<file path="config.mk">
export PLATFORM = sky130hd
export DESIGN_NAME = uart_tx_engine_flat
export DESIGN_NICKNAME = d
export VERILOG_FILES = /design/src/rtl/uart_tx_engine_if.sv /design/src/rtl/uart_tx_engine.sv /design/src/flat_wrapper.sv
export SDC_FILE = /design/constraint.sdc
export NUM_CORES = 1
export LEC_CHECK = 0
export ABC_AREA = 0
export CAP_MARGIN = 20
export CORE_MARGIN = 10
export CORE_UTILIZATION = 50
export CTS_BUF_LIST = sky130_fd_sc_hd__clkbuf_16
export CTS_CLUSTER_SIZE = 30
export DETAILED_ROUTE_END_ITERATION = 10
export GPL_TIMING_DRIVEN = 0
export PLACE_DENSITY = 0.71
export SETUP_SLACK_MARGIN = 0.1
export SYNTH_ARGS = -nofsm -noshare
export SYNTH_HDL_FRONTEND = slang
export SYNTH_SLANG_ARGS = --single-unit
export TNS_END_PERCENT = 1
</file>
<file path="constraint.sdc">
create_clock -name system_clk -period 3.7 [get_ports system_clk]
set_clock_uncertainty 0.15 [all_clocks]
set_input_delay 0.555 -clock system_clk [delete_from_list [all_inputs] [get_ports system_clk]]
set_output_delay 0.555 -clock system_clk [all_outputs]
set_load 0.05 [all_outputs]
</file>
<file path="src/rtl/uart_tx_engine_if.sv">
// Producer-side handshake bundle for uart_tx_engine: one word plus its
// per-frame framing options, exchanged under a valid/ready handshake.
interface uart_tx_engine_if #(
  parameter int unsigned DATA_WIDTH = 8
);
  logic [DATA_WIDTH-1:0] tx_data;
  logic                  tx_valid;
  logic                  tx_ready;
  logic [1:0]            parity_mode;
  logic                  two_stop;

  modport master (
    output tx_data,
    output tx_valid,
    output parity_mode,
    output two_stop,
    input  tx_ready
  );

  modport slave (
    input  tx_data,
    input  tx_valid,
    input  parity_mode,
    input  two_stop,
    output tx_ready
  );
endinterface

</file>
<file path="src/rtl/uart_tx_engine.sv">
// UART transmitter: serialises one captured word per frame, LSB first, with
// optional even/odd parity and one or two stop bits, at CLKS_PER_BIT clocks/bit.
module uart_tx_engine #(
  parameter int unsigned DATA_WIDTH   = 8,
  parameter int unsigned CLKS_PER_BIT = 16,
  parameter int unsigned CNT_W        = 16
) (
  input  logic               system_clk,
  input  logic               system_reset,
  uart_tx_engine_if.slave    tx_if,
  output logic               tx_busy,
  output logic               tx_done,
  output logic               tx_serial_data
);

  localparam int unsigned BIT_W = $clog2(DATA_WIDTH + 1);
  localparam logic [CNT_W-1:0] CNT_LAST = CNT_W'(CLKS_PER_BIT - 1);
  localparam logic [BIT_W-1:0] BIT_LAST = BIT_W'(DATA_WIDTH - 1);

  localparam logic [1:0] PAR_EVEN = 2'b01;
  localparam logic [1:0] PAR_ODD  = 2'b10;

  typedef enum logic [2:0] {
    S_IDLE   = 3'd0,
    S_START  = 3'd1,
    S_DATA   = 3'd2,
    S_PARITY = 3'd3,
    S_STOP   = 3'd4
  } state_t;

  state_t                  state;
  logic [CNT_W-1:0]        baud_cnt;
  logic [BIT_W-1:0]        bit_idx;
  logic [DATA_WIDTH-1:0]   shift_q;
  logic                    par_en_q;
  logic                    par_bit_q;
  logic                    two_stop_q;
  logic                    stop_idx_q;
  logic                    baud_last;
  logic                    accept;

  assign tx_if.tx_ready = (state == S_IDLE) && !system_reset;
  assign accept         = tx_if.tx_valid && tx_if.tx_ready;
  assign baud_last      = (baud_cnt == CNT_LAST);

  // Frame sequencer; the line level for the next slot is registered at each slot boundary.
  always_ff @(posedge system_clk) begin
    if (system_reset) begin
      state          <= S_IDLE;
      baud_cnt       <= '0;
      bit_idx        <= '0;
      shift_q        <= '0;
      par_en_q       <= 1'b0;
      par_bit_q      <= 1'b0;
      two_stop_q     <= 1'b0;
      stop_idx_q     <= 1'b0;
      tx_serial_data <= 1'b1;
      tx_busy        <= 1'b0;
      tx_done        <= 1'b0;
    end else begin
      tx_done <= 1'b0;
      case (state)
        S_IDLE: begin
          baud_cnt       <= '0;
          bit_idx        <= '0;
          stop_idx_q     <= 1'b0;
          tx_serial_data <= 1'b1;
          if (accept) begin
            shift_q        <= tx_if.tx_data;
            par_en_q       <= (tx_if.parity_mode == PAR_EVEN) ||
                              (tx_if.parity_mode == PAR_ODD);
            par_bit_q      <= (^tx_if.tx_data) ^ (tx_if.parity_mode == PAR_ODD);
            two_stop_q     <= tx_if.two_stop;
            tx_serial_data <= 1'b0;
            tx_busy        <= 1'b1;
            state          <= S_START;
          end
        end

        S_START: begin
          if (baud_last) begin
            baud_cnt       <= '0;
            bit_idx        <= '0;
            tx_serial_data <= shift_q[0];
            state          <= S_DATA;
          end else begin
            baud_cnt <= baud_cnt + CNT_W'(1);
          end
        end

        S_DATA: begin
          if (baud_last) begin
            baud_cnt <= '0;
            if (bit_idx == BIT_LAST) begin
              if (par_en_q) begin
                tx_serial_data <= par_bit_q;
                state          <= S_PARITY;
              end else begin
                tx_serial_data <= 1'b1;
                stop_idx_q     <= 1'b0;
                state          <= S_STOP;
              end
            end else begin
              bit_idx        <= bit_idx + BIT_W'(1);
              shift_q        <= shift_q >> 1;
              tx_serial_data <= shift_q[1];
            end
          end else begin
            baud_cnt <= baud_cnt + CNT_W'(1);
          end
        end

        S_PARITY: begin
          if (baud_last) begin
            baud_cnt       <= '0;
            stop_idx_q     <= 1'b0;
            tx_serial_data <= 1'b1;
            state          <= S_STOP;
          end else begin
            baud_cnt <= baud_cnt + CNT_W'(1);
          end
        end

        S_STOP: begin
          tx_serial_data <= 1'b1;
          if (baud_last) begin
            baud_cnt <= '0;
            if (two_stop_q && !stop_idx_q) begin
              stop_idx_q <= 1'b1;
            end else begin
              stop_idx_q <= 1'b0;
              tx_busy    <= 1'b0;
              tx_done    <= 1'b1;
              state      <= S_IDLE;
            end
          end else begin
            baud_cnt <= baud_cnt + CNT_W'(1);
          end
        end

        // Unreachable encodings recover to an idle, high line.
        default: begin
          state          <= S_IDLE;
          baud_cnt       <= '0;
          bit_idx        <= '0;
          stop_idx_q     <= 1'b0;
          tx_serial_data <= 1'b1;
          tx_busy        <= 1'b0;
        end
      endcase
    end
  end

endmodule

</file>
<file path="src/flat_wrapper.sv">
// flat-port wrapper written by rule: the top's interface ports become plain ports
module uart_tx_engine_flat 
#(
  parameter int unsigned DATA_WIDTH   = 8,
  parameter int unsigned CLKS_PER_BIT = 16,
  parameter int unsigned CNT_W        = 16
)
  (system_clk, system_reset, tx_busy, tx_done, tx_serial_data, tx_if_tx_data, tx_if_tx_valid, tx_if_parity_mode, tx_if_two_stop, tx_if_tx_ready);
  uart_tx_engine_if #(.DATA_WIDTH(DATA_WIDTH)) tx_if_i ();
  input  logic system_clk;
  input  logic system_reset;
  output logic tx_busy;
  output logic tx_done;
  output logic tx_serial_data;
  input wire logic [$bits(tx_if_i.tx_data)-1:0] tx_if_tx_data;
  input wire logic [$bits(tx_if_i.tx_valid)-1:0] tx_if_tx_valid;
  input wire logic [$bits(tx_if_i.parity_mode)-1:0] tx_if_parity_mode;
  input wire logic [$bits(tx_if_i.two_stop)-1:0] tx_if_two_stop;
  output wire logic [$bits(tx_if_i.tx_ready)-1:0] tx_if_tx_ready;
  assign tx_if_i.tx_data = tx_if_tx_data;
  assign tx_if_i.tx_valid = tx_if_tx_valid;
  assign tx_if_i.parity_mode = tx_if_parity_mode;
  assign tx_if_i.two_stop = tx_if_two_stop;
  assign tx_if_tx_ready = tx_if_i.tx_ready;
  uart_tx_engine #(.DATA_WIDTH(DATA_WIDTH), .CLKS_PER_BIT(CLKS_PER_BIT), .CNT_W(CNT_W)) u_core (.system_clk(system_clk), .system_reset(system_reset), .tx_if(tx_if_i), .tx_busy(tx_busy), .tx_done(tx_done), .tx_serial_data(tx_serial_data));
endmodule
</file>
==> flow_summary.toml, run 1 <==
[global_routing]
overflow_after_grt = 0
grt_start_max_net_pins = 12
grt_antenna_before_repair = 0
track_usage_pct = 12.1
global_route_wire_length_before_repair_um = 7130
grt_pass1_vias = 1506

[logic_synthesis]
synth.net_count = 241
synth-adder-area-share_pct = 1.88
synth_warnings = 0
synth_ff_type = "sky130_fd_sc_hd__dfxtp_1"
synth_compound_area_share_pct = 14.7
async_set_or_reset_flop_fraction_in_the_synthesized_netlist_pct = 0
synth_area_um2 = 2000
edff_count_synth = 0
synth_cell_type_count = 48
synth_simple_gate_area_share_pct = 29.4
postSynthAreaPerCell_um2 = 8.94
ys_seq_elements = 38
synthCells = 224
fraction_of_the_yosys_area_taken_by_sequential_cells_pct = 38.0
synth_xor_xnor_area_share_pct = 10.1
synth.area.mux_share_pct = 2.00
main_combinational_cell_family_by_area_after_synthesis = "simple AND/OR/NAND/NOR gates"

[routing]
detail_route.wirelength.met1_um = 2120
via_count = 1604
post-route-drc-count = 0
detailed_route_iter0_violations = 72
finalWirelength_um = 4060
highest_metal_layer_with_signal_wires = "met4"
detailroute.wirelength.met2_um = 1700
detail_route.wl_per_cell_um = 13.7
antenna_left = 0
count_of_tritonroute_iterations_in_the_first_routing_pass = 4
met3_length_um = 169
avgViaCountPerCell = 5.42

[setup_path]
end_kind = "output port"
worstReg2RegStart = "u_core.baud_cnt[0]"
arrival_time_of_the_worst_setup_path_ns = 1.88
timing.setup.critical_path_class = "flop to output port"
worstRegToRegCells = 6
startpoint_type = "flop"
startpoint = "u_core.state[2]"
cp.required_ns = 2.99
crit_path_max_fanout = 5

[final_layout]
area.growth.synth_to_final_pct = 17.9
utilization_pct = 62.6
final-instance-count-excl-fill = 296
share_of_layout_cells_above_drive_strength_1_pct = 12.1
final_area_um2 = 2360
antennaDiodeCount = 0
finalNetCount = 264

[outcome]
run_status = "complete, no violations"

[sta]
max_freq_mhz = 388
rsz_0062_raised_after_global_routing = "no"
setup_viol = 0
timing.final.max_slew_violations = 0
tns_ns = 0
final.period_utilization_pct = 69.7
final_period_minus_worst_setup_slack_ns = 2.58
worst_pin_slew_ns = 0.709
slew-limit-headroom_pct = 52.5
finalHoldViolations = 0

[floorplan]
std_cell_rows = 22
core_region_area_um2 = 3770
floorplan.initialDensity_pct = 53.1
io_pins = 18
fp.dieArea_um2 = 6930
die_y_um = 83.3
die_width_um = 83.3

[power]
cellLeakagePower_nw = 0.862
power_density_nw_per_um2 = 616
vdd.ir_drop.worst_v = 0.000309

[clock_network]
cts.hold.buffers_added = 0
clock_tree.htree_level_count = 2
post_cts_resize_count = 0
cts_num_sinks = 38
post_cts_buffers = 0
cts_buffer_depth = 2
clk_pin_slew_worst_setup_hold_paths_ns = 0.06
cts_root_buffer_type = "sky130_fd_sc_hd__clkbuf_16"
clock_tree_from_tritoncts = "yes"
cts_buffers = 5
clk_latency_ns = 0.28

[placed_design]
globalplace.congestion = 0.855
io_buffers = 16
dp_hpwl_um = 2980
place_area_um2 = 2220
place_inst = 288

[min_path]
hold_path_class = "flop to flop"
min_path_cells = 1
hold_path_startpoint = "u_core.baud_cnt[0]"

[job]
cap_viol_max_count = 0
==> worst max-delay path: stages, from the launching register on <==
cell and delay [ns]:
sky130_fd_sc_hd__dfxtp_1 0.35, sky130_fd_sc_hd__nor4_2 0.37, sky130_fd_sc_hd__clkdlybuf4s50_1 0.87
==> synthesized netlist by cell type, drive strengths merged, types with 2 or more instances <==
cell type  number  area, µm²
nor3            2       10.0
xnor2          14        123
nand2          27        101
o21ai           4       20.0
or3b            2       20.0
clkbuf          2       7.51
dfxtp          38        761
or2             2       12.5
nand3b          4       30.0
and2            3       18.8
and4            2       18.8
a21oi          10       50.1
and3            2       12.5
ha              3       37.5
nand3           7       35.0
a211oi          4       30.0
inv             6       22.5
buf             7       50.1
nand2b          5       31.3
mux2i           4       40.0
or4             2       15.0
nor2           37        158
nor3b           2       20.0
xor2            9       78.8
a311oi          7       80.1
nor4            5       65.1
nand4           4       25.0
==> where the power goes <==
group / switching (W) / internal [W]
clock network: 0.000155 / 0.000243
registers: 0.0000420 / 0.000468
logic: 0.000308 / 0.000237
total: 0.000505 / 0.000949
==> state kept, by name (all words and copies together) (netlist names), 3 cells and up <==
signal and count:
u_core.baud_cnt 16, u_core.bit_idx 4, u_core.shift_q 8, u_core.state 3
==> logic make-up after synthesis <==
group           count (synthesis)
compound gates                 33
xor+xnor                       23
fa+ha+maj                       3
buf+inv                        15
flops                          38
mux                             4
simple gates                  108
==> metal layers <==
metal | GRT usage (%) | up-vias
met5 | 0 | -
met4 | 5.69 | 0
met3 | 3.71 | 5
met2 | 17.0 | 27
met1 | 16.3 | 744
li1 | - | 828
==> cell usage in the layout (no fill, tap or decap), drive strengths merged, types with 3 or more instances in the layout <==
| cell | count |
|---|---|
| dfxtp | 38 |
| nor2 | 37 |
| nand2 | 27 |
| clkdlybuf4s50 | 16 |
| xnor2 | 14 |
| a21oi | 10 |
| xor2 | 9 |
| inv | 7 |
| nand3 | 7 |
| clkbuf | 7 |
| buf | 7 |
| a311oi | 7 |
| nand2b | 5 |
| nor4 | 5 |
| nand4 | 4 |
| nand3b | 4 |
| mux2i | 4 |
| a211oi | 4 |
| o21ai | 4 |
| and2 | 3 |
| ha | 3 |
==> final cells by class <==
class / instances / area (µm²)
Buffer: 9 / 57.6
Clock buffer: 5 / 125
Clock inverter: 3 / 12.5
Fill cell: 345 / 1410
Inverter: 6 / 22.5
Multi-Input combinational cell: 171 / 1160
Sequential cell: 38 / 761
Tap cell: 48 / 60.1
Timing Repair Buffer: 16 / 160
==> through the flow <==
stage          hold slack, ns  setup slack (ns)  power (W)
2_1_floorplan           0.268             0.878   0.000941
3_3_place_gp            0.281              1.19    0.00105
3_5_place_dp            0.301              1.20    0.00106
4_1_cts                 0.313              1.11    0.00146
5_1_grt                 0.324              1.04    0.00153
6_report                0.317              1.12    0.00145
==> final timing paths <==
kind / slack [ns] / endpoint
worst max-delay path: 1.12 / tx_if_tx_ready
worst min-delay path: 0.32 / u_core.baud_cnt[0]
worst max register to register: 1.45 / u_core.state[2]
worst min register to register: 0.32 / u_core.baud_cnt[0]
Power figures use the tool's default switching activity.
==> run 2, diff against run 1 <==
Settings changed: PLACE_DENSITY 0.71 to 0.74.
Clock period 3.7 ns to 2.25 ns, I/O delays scaled along.
==> run 2 against run 1 <==
Worst setup slack got worse by 0.97 ns. Utilization increased by 2.7 points. Hold slack got worse by 0.16 ns. Final area increased by 4.3%. Global-route usage increased by 0.50 points. Critical path depth increased by 4. Combinational power increased by 75%. Critical endpoint is now u_core.bit_idx[3].
==> flow_summary.toml, run 2 (same netlist as run 1, synthesis figures left out) <==
[outcome]
run_status = "complete, no violations"

[power]
power_density_nw_per_um2 = 1060
cellLeakagePower_nw = 0.877
vdd.ir_drop.worst_v = 0.000612
p_switching_w = 0.000904
power_report.internal_total_w = 0.00171
power_frac_clock_pct = 30.6
power_frac_seq_pct = 32.9
combinationalPowerShare_pct = 36.6
power.switching_fraction_pct = 34.6

[setup_path]
end_kind = "flop"
timing.setup.critical_path_class = "flop to flop"
crit_path_cell_trace = "ha_1 > and3b_1 > o21bai_1 > o211ai_4 > or4_1 > a21oi_1"
timing.critical_path.buf_inv = 0
timing.critical_path.max_delay_family = "simple AND/OR/NAND/NOR gates"
max_stage_delay_ns = 0.48
arrival_time_of_the_worst_setup_path_ns = 2.16
critical_path.reg2reg.endpoint = "u_core.bit_idx[3]"
rrSetupSlack_ns = 0.15
crit_path_max_fanout = 8
worstReg2RegStart = "u_core.bit_idx[0]"
worstRegToRegCells = 6
timing.critical_path.slowest_stage_cell = "sky130_fd_sc_hd__or4_1"
cp.required_ns = 2.31
startpoint_type = "flop"
timing.critical_path.depth = 6

[floorplan]
io_pins = 18
std_cell_rows = 22
floorplan.initialDensity_pct = 53.1
die_width_um = 83.3
core_region_area_um2 = 3770
die_y_um = 83.3
fp.dieArea_um2 = 6930

[routing]
count_of_tritonroute_iterations_in_the_first_routing_pass = 4
detailed_route_iter0_violations = 114
antenna_left = 0
post-route-drc-count = 0
detail_route.wl_per_cell_um = 14.7
avgViaCountPerCell = 5.47
finalWirelength_um = 4360
via_count = 1626

[sta]
tns_ns = 0
fin_worst_hold_slack_ns = 0.152
finalHoldViolations = 0
final.period_utilization_pct = 93.3
rsz_0062_raised_after_global_routing = "yes"
max_freq_mhz = 476
timing.final.max_slew_violations = 0
slew-limit-headroom_pct = 57.5
final_period_minus_worst_setup_slack_ns = 2.10
setup_viol = 0
worst_pin_slew_ns = 0.638

[final_layout]
antennaDiodeCount = 0
finalNetCount = 265
most-common-layout-cells = "sky130_fd_sc_hd__dfxtp_1, sky130_fd_sc_hd__nor2_1, sky130_fd_sc_hd__nand2_1"
max_ffs_per_register = 16
utilization_pct = 65.3
biggestRegsByFlops = "u_core.baud_cnt: 16 flops, u_core.shift_q: 8 flops, u_core.bit_idx: 4 flops"
layout.cells.most_common = "sky130_fd_sc_hd__dfxtp_1"
share_of_layout_cells_above_drive_strength_1_pct = 16.1
largest-register = "u_core.baud_cnt"
area.growth.synth_to_final_pct = 22.9
final-instance-count-excl-fill = 297
n_fill_cell = 325

[global_routing]
global_route_wire_length_before_repair_um = 7380
grt_antenna_before_repair = 0
grt_start_max_net_pins = 14
track_usage_pct = 12.6
grt_pass1_vias = 1549
overflow_after_grt = 0

[job]
cap_viol_max_count = 0

[min_path]
whs_endpoint = "u_core.tx_serial_data"
hold_path_startpoint = "system_reset"
hold_path_class = "input port to flop"
min_path_cells = 3

[clock_network]
clock_tree.htree_level_count = 2
clock_tree_from_tritoncts = "yes"
cts_num_sinks = 38
clk_latency_ns = 0.28
cts_buffers = 5
cts_root_buffer_type = "sky130_fd_sc_hd__clkbuf_16"
cts.hold.buffers_added = 0
cts_buffer_depth = 2
clk_pin_slew_worst_setup_hold_paths_ns = 0.06

[placed_design]
globalplace.congestion = 0.814
place_inst = 288
io_buffers = 16
dp_hpwl_um = 3040
[run 2: worst max path at each step]
stage,to,startpoint
after global routing,u_core.bit_idx[3],u_core.bit_idx[0]
final,u_core.bit_idx[3],u_core.bit_idx[0]
after CTS,u_core.state[1],u_core.baud_cnt[1]
after global placement,u_core.state[1],u_core.baud_cnt[0]
after detailed placement,u_core.state[0],u_core.baud_cnt[0]
after floorplan,u_core.shift_q[1],system_reset
[run 2: repair_timing]
action	CTS	global route
gates resized for setup	7	0
hold endpoints to repair	0	0
buffers inserted	0	1
pin swaps	2	0
cloned	0	0
endpoints found under the setup margin	18	22
[run 2: area by class of cell]
cell class / count / area [µm²] / share of cell area (%)
buffer: 9 / 61.3 / 2.49
tap: 48 / 60.1 / 2.44
inverter: 6 / 22.5 / 0.915
clock buffer: 5 / 125 / 5.08
timing repair buffer: 17 / 166 / 6.76
sequential: 38 / 762 / 31.0
multi-input combinational: 171 / 1220 / 49.5
clock inverter: 3 / 45.0 / 1.83
[run 2: power groups by stage]
| stage | logic, W | registers [W] | clock network [W] |
|---|---|---|---|
| finish | 0.000955 | 0.000858 | 0.000799 |
| global route | 0.00104 | 0.000868 | 0.000834 |
| CTS | 0.000954 | 0.000856 | 0.000806 |
| global placement | 0.000924 | 0.000862 | 0 |
| floorplan | 0.000698 | 0.000898 | 0 |
| detailed placement | 0.000937 | 0.000863 | 0 |
[run 2: worst reg2reg max path: stages, from the launching register on]
cell and delay [ns]:
sky130_fd_sc_hd__dfxtp_1 0.33, sky130_fd_sc_hd__ha_1 0.23, sky130_fd_sc_hd__and3b_1 0.28, sky130_fd_sc_hd__o21bai_1 0.25
sky130_fd_sc_hd__o211ai_4 0.16, sky130_fd_sc_hd__or4_1 0.48, sky130_fd_sc_hd__a21oi_1 0.15
[run 2: metrics by stage]
step | instance area, µm² | total power, W | worst slack, ns
2_1_floorplan | 2040 | 0.00160 | 0.0393
3_3_place_gp | 2260 | 0.00179 | 0.0301
3_5_place_dp | 2260 | 0.00180 | 0.0250
4_1_cts | 2450 | 0.00262 | 0.109
5_1_grt | 2460 | 0.00274 | 0.0259
6_report | 2460 | 0.00261 | 0.151
[run 2: metal layers]
metal	track usage (%)	wire length [µm]	part of all wire, %
met1	16.7	2270	52
met2	18.7	1880	43
met3	4.10	159	3.6
met4	4.00	54	1.2
met5	0	0	0
==> run 3, diff against run 2 <==
Settings changed: CTS_CLUSTER_SIZE 30 to not set.
==> results of run 3 <==
Final layout, timing and power as in run 2 (identical DEF).
